## src/rtl/uart_rx_oversampled.sv

```systemverilog
// 16x-oversampled UART receiver: start-bit qualification, mid-bit data sampling,
// optional parity check and stop-bit check, with a one-cycle done strobe per frame.
module uart_rx_oversampled #(
  parameter int unsigned DBIT       = 8,
  parameter int unsigned SB_TICK    = 16,
  parameter bit          PARITY_EN  = 1'b0,
  parameter bit          PARITY_ODD = 1'b0
) (
  input  logic            clk,
  input  logic            rst,
  input  logic            s_tick,
  input  logic            rx,
  output logic [DBIT-1:0] dout,
  output logic            rx_done,
  output logic            frame_err,
  output logic            parity_err,
  output logic            busy
);

  // Tick counter must reach 15 per bit and SB_TICK-1 during the stop bit.
  localparam int unsigned SW = ($clog2(SB_TICK) > 4) ? $clog2(SB_TICK) : 4;
  localparam int unsigned NW = $clog2(DBIT);

  localparam logic [SW-1:0] MID_START = SW'(7);
  localparam logic [SW-1:0] BIT_END   = SW'(15);
  localparam logic [SW-1:0] STOP_END  = SW'(SB_TICK - 1);
  localparam logic [NW-1:0] LAST_BIT  = NW'(DBIT - 1);

  typedef enum logic [2:0] {
    S_IDLE,
    S_START,
    S_DATA,
    S_PARITY,
    S_STOP
  } state_t;

  state_t          r_state;
  logic [1:0]      r_sync;
  logic [SW-1:0]   r_s_cnt;
  logic [NW-1:0]   r_n;
  logic [DBIT-1:0] r_shift;
  logic            r_par;
  logic [DBIT-1:0] r_dout;
  logic            r_done;
  logic            r_frame_err;
  logic            r_parity_err;
  logic            r_busy;

  logic w_rx_s;
  logic w_par_err;

  assign w_rx_s    = r_sync[1];
  assign w_par_err = PARITY_EN && ((^r_shift ^ r_par) != PARITY_ODD);

  always_ff @(posedge clk) begin
    if (rst) begin
      r_state      <= S_IDLE;
      r_sync       <= 2'b11;
      r_s_cnt      <= '0;
      r_n          <= '0;
      r_shift      <= '0;
      r_par        <= 1'b0;
      r_dout       <= '0;
      r_done       <= 1'b0;
      r_frame_err  <= 1'b0;
      r_parity_err <= 1'b0;
      r_busy       <= 1'b0;
    end else begin
      r_sync <= {r_sync[0], rx};
      r_done <= 1'b0;
      case (r_state)
        S_IDLE: begin
          if (!w_rx_s) begin
            r_state <= S_START;
            r_s_cnt <= '0;
            r_busy  <= 1'b1;
          end
        end
        S_START: begin
          if (s_tick) begin
            if (r_s_cnt == MID_START) begin
              // A line that is high again at mid start bit was only a glitch.
              if (!w_rx_s) begin
                r_state <= S_DATA;
                r_s_cnt <= '0;
                r_n     <= '0;
              end else begin
                r_state <= S_IDLE;
                r_busy  <= 1'b0;
              end
            end else begin
              r_s_cnt <= r_s_cnt + SW'(1);
            end
          end
        end
        S_DATA: begin
          if (s_tick) begin
            if (r_s_cnt == BIT_END) begin
              r_shift <= {w_rx_s, r_shift[DBIT-1:1]};
              r_s_cnt <= '0;
              if (r_n == LAST_BIT) begin
                r_state <= PARITY_EN ? S_PARITY : S_STOP;
              end else begin
                r_n <= r_n + NW'(1);
              end
            end else begin
              r_s_cnt <= r_s_cnt + SW'(1);
            end
          end
        end
        S_PARITY: begin
          if (s_tick) begin
            if (r_s_cnt == BIT_END) begin
              r_par   <= w_rx_s;
              r_s_cnt <= '0;
              r_state <= S_STOP;
            end else begin
              r_s_cnt <= r_s_cnt + SW'(1);
            end
          end
        end
        S_STOP: begin
          if (s_tick) begin
            if (r_s_cnt == STOP_END) begin
              r_dout       <= r_shift;
              r_frame_err  <= ~w_rx_s;
              r_parity_err <= w_par_err;
              r_done       <= 1'b1;
              r_state      <= S_IDLE;
              r_busy       <= 1'b0;
            end else begin
              r_s_cnt <= r_s_cnt + SW'(1);
            end
          end
        end
        default: begin
          r_state <= S_IDLE;
          r_busy  <= 1'b0;
        end
      endcase
    end
  end

  assign dout       = r_dout;
  assign rx_done    = r_done;
  assign frame_err  = r_frame_err;
  assign parity_err = r_parity_err;
  assign busy       = r_busy;

endmodule
```

## config.mk

```make
export PLATFORM = sky130hd
export DESIGN_NAME = uart_rx_oversampled
export DESIGN_NICKNAME = d
export VERILOG_FILES = /design/src/rtl/uart_rx_oversampled.sv
export SDC_FILE = /design/constraint.sdc
export NUM_CORES = 1
export LEC_CHECK = 0
export ABC_AREA = 1
export CAP_MARGIN = 30
export CORE_MARGIN = 5
export CORE_UTILIZATION = 45
export DETAILED_ROUTE_END_ITERATION = 8
export PLACE_DENSITY = 0.63
export SLEW_MARGIN = 20
export SYNTH_ARGS = -nofsm -noshare
export SYNTH_HDL_FRONTEND = slang
export SYNTH_SLANG_ARGS = --single-unit
```

## constraint.sdc

```tcl
create_clock -name clk -period 4.5 [get_ports clk]
set_input_delay 1.35 -clock clk [delete_from_list [all_inputs] [get_ports clk]]
set_output_delay 1.35 -clock clk [all_outputs]
set_load 0.05 [all_outputs]
```

==> metrics.txt <==
status=finished clean; Starting DRT DRC Count=141; Core ar.=0.003606 mm²; gpl congestion=0.9050; Post-synth EDFFs=0; Final Cycle Share=61.75%; share of flip-flops with an asynchronous set or reset=0%; Crit Path Max Fanout=2; Cell Area, Synth=0.001655 mm²; register area=620.6 µm²; row count=22; Die Ht=70.65 µm; Mapped Nets=242; critical path startpoint category=flop; Yosys reg bits=31; Synth Flop Type=dfxtp_1; total die area=0.004991 mm²; Fill cells=369; CTS tree=built; drt pass-1 iters=4; setup bufs post-CTS=0; WS Path Type=flop to primary output; final worst path period need=2.779 ns; Skew-Pair Late Insertion Delay=0.29 ns; diode count=0; Final TNS setup=0 ns; Initial Utilization=45.91%; max-slew violations=0; cell taking the most area after synthesis=dfxtp_1; nets=257; RSZ-0062 raised after global routing=no; relative slew slack=56.70%; post-DP HPWL=2515 µm; clk root buf=clkbuf_8; Post-Layout Cell Count=299; # port buffers=14; WHS Endpoint=r_sync[1]; Synth top area share=37.49%; Reg-to-Reg Start=r_s_cnt[1]; min-delay src=r_sync[0]; TritonCTS buffer count=5; worst hold path depth=1; CP Buf/Inv Count=1; HP Class=flop to flop; Final Hold Viols=0; setup slack, reg-to-reg=2.71 ns; Die Wd=70.65 µm; Cells after Synth=235; post-CTS sizing=0; vias=1433; slew at the pin with the worst max-slew slack=0.6487 ns; detailed-route DRC error count=0; Worst setup EP type=primary output; syn_area_per_cell=7.044 µm²; pin count of the biggest net entering global routing=26; # Max-Cap Violations=0; Routed WL=3442 µm; Synth cell types=25; CP Data Required Time=3.15 ns; placed insts=291; Max IR drop VDD=0.0002257 V; critical-path cell list=clkdlybuf4s50_1; post-synthesis sequential area ratio=37.49%; post-route cell area=0.001898 mm²; drt wl/cell=11.51 µm; Achievable Freq=359.9 MHz; total power=996.8 µW; Pwr Density=525.2 mW/mm²; Clock Skews=0.008930 ns; Post-synth top cells=52 x nor2_1, 38 x nand2_1, 31 x dfxtp_1, 22 x nand3_1, 17 x o21ai_0; Reg2Reg Depth=7; Leak=0.8156 nW; CTS H-tree lvls=2; Routed Antenna Nets=0; count leader, synth=nor2_1; Total GRT Usage=14.81%; vias in the first global route=1306; clk sinks=31; initial antenna violation count=0; synth-to-layout area growth=14.66%; synth warn=0; clk buf depth=2; placed cell area=0.001809 mm²; final setup fails=0; vias per inst=4.793; critical path's largest stage delay=0.81 ns; CP delay by family, top=buffers and inverters; crit path DAT=1.43 ns; Hold Slack=0.4159 ns; slowest CP cell=clkdlybuf4s50_1; grt total ovfl=0; footprint of the multi-input gates=903.4 µm²; Crit Reg-Reg Endpoint=frame_err; fraction of layout cells with a size suffix above 1=17.53%; first-pass GRT wire length=5906 µm; CTS clk-pin slew, worst paths=0.07 ns; # IOs=16; Hold Buf Count CTS=0; synth top area cells=dfxtp_1 37%, nor2_1 12%, nand2_1 8.6%
==> registers in the layout (all words and copies together), names as in the netlist <==
signal	count
rx_done	1
r_sync	2
r_s_cnt	4
r_state	3
r_shift	8
frame_err	1
dout	8
busy	1
r_n	3
==> cell families (layout without fill, tap and decap cells) <==
logic type,count (synthesis),after routing,synth area share [%]
and+or+nand+nor,146,146,43.76
DFF,31,31,37.49
buffers and inverters,28,44,7.936
AOI/OAI and AO/OA,25,25,7.785
adders and majority gates,3,3,2.268
other,1,1,0.2265
xor gates and xnor gates,1,1,0.5292
==> layer usage <==
metal  vias up  GRT usage [%]  share of wire [%]
met2        31          23.70                 47
li1        774              -                  -
met3         2          4.688                4.7
met1       626          18.65                 48
met5         -              0                  0
met4         0          5.637               0.58
==> worst register-to-register path, delay by kind of cell, from the launching register on <==
family | cells | cell delay, ns
flip-flops | 1 | 0.39
AND/OR/NAND/NOR | 3 | 0.63
adder cells (fa/ha/maj) | 1 | 0.30
buffers and inverters | 1 | 0.20
AO/OA/AOI/OAI | 2 | 0.22
==> where the power goes <==
group          total (mW)  switching [mW]  internal (mW)
combinational       0.430           0.277          0.153
clock               0.217           0.109          0.107
sequential          0.350          0.0461          0.304
==> layout by cell type (no fill, tap or decap), types with 6 or more instances in the layout <==
cell type,n
nor2_1,52
nand2_1,38
dfxtp_1,31
nand3_1,22
o21ai_0,17
inv_1,15
clkdlybuf4s50_1,14
nand2_2,10
nand4_1,6
a21oi_1,6
==> cell type report <==
| type | count | area share (%) |
|---|---|---|
| clock buffer | 5 | 3.626 |
| clock inverter | 3 | 1.055 |
| inverter | 22 | 4.483 |
| multi-input combinational | 176 | 47.59 |
| sequential | 31 | 32.70 |
| tap | 48 | 3.164 |
| timing repair buffer | 14 | 7.383 |
==> how the worst max path moves through the flow <==
stage                     slack, ns          to  startpoint  depth (start not counted)
final                          1.72     dout[2]     dout[2]                          1
after floorplan                2.34  r_s_cnt[0]      s_tick                          9
after global placement         1.67   frame_err      s_tick                          7
after detailed placement       1.68   frame_err      s_tick                          7
after global routing           1.66     dout[2]     dout[2]                          1
after CTS                      1.70     dout[2]     dout[2]                          1
==> per-stage QoR <==
| stage | setup WS [ns] | utilization (%) |
|---|---|---|
| 4_1_cts | 1.701 | 52.64 |
| 3_3_place_gp | 1.671 | 50.17 |
| 2_1_floorplan | 2.338 | - |
| 5_1_grt | 1.663 | 52.64 |
| 3_5_place_dp | 1.676 | 50.17 |
| 6_report | 1.721 | 52.64 |
Power figures use the tool's default switching activity.
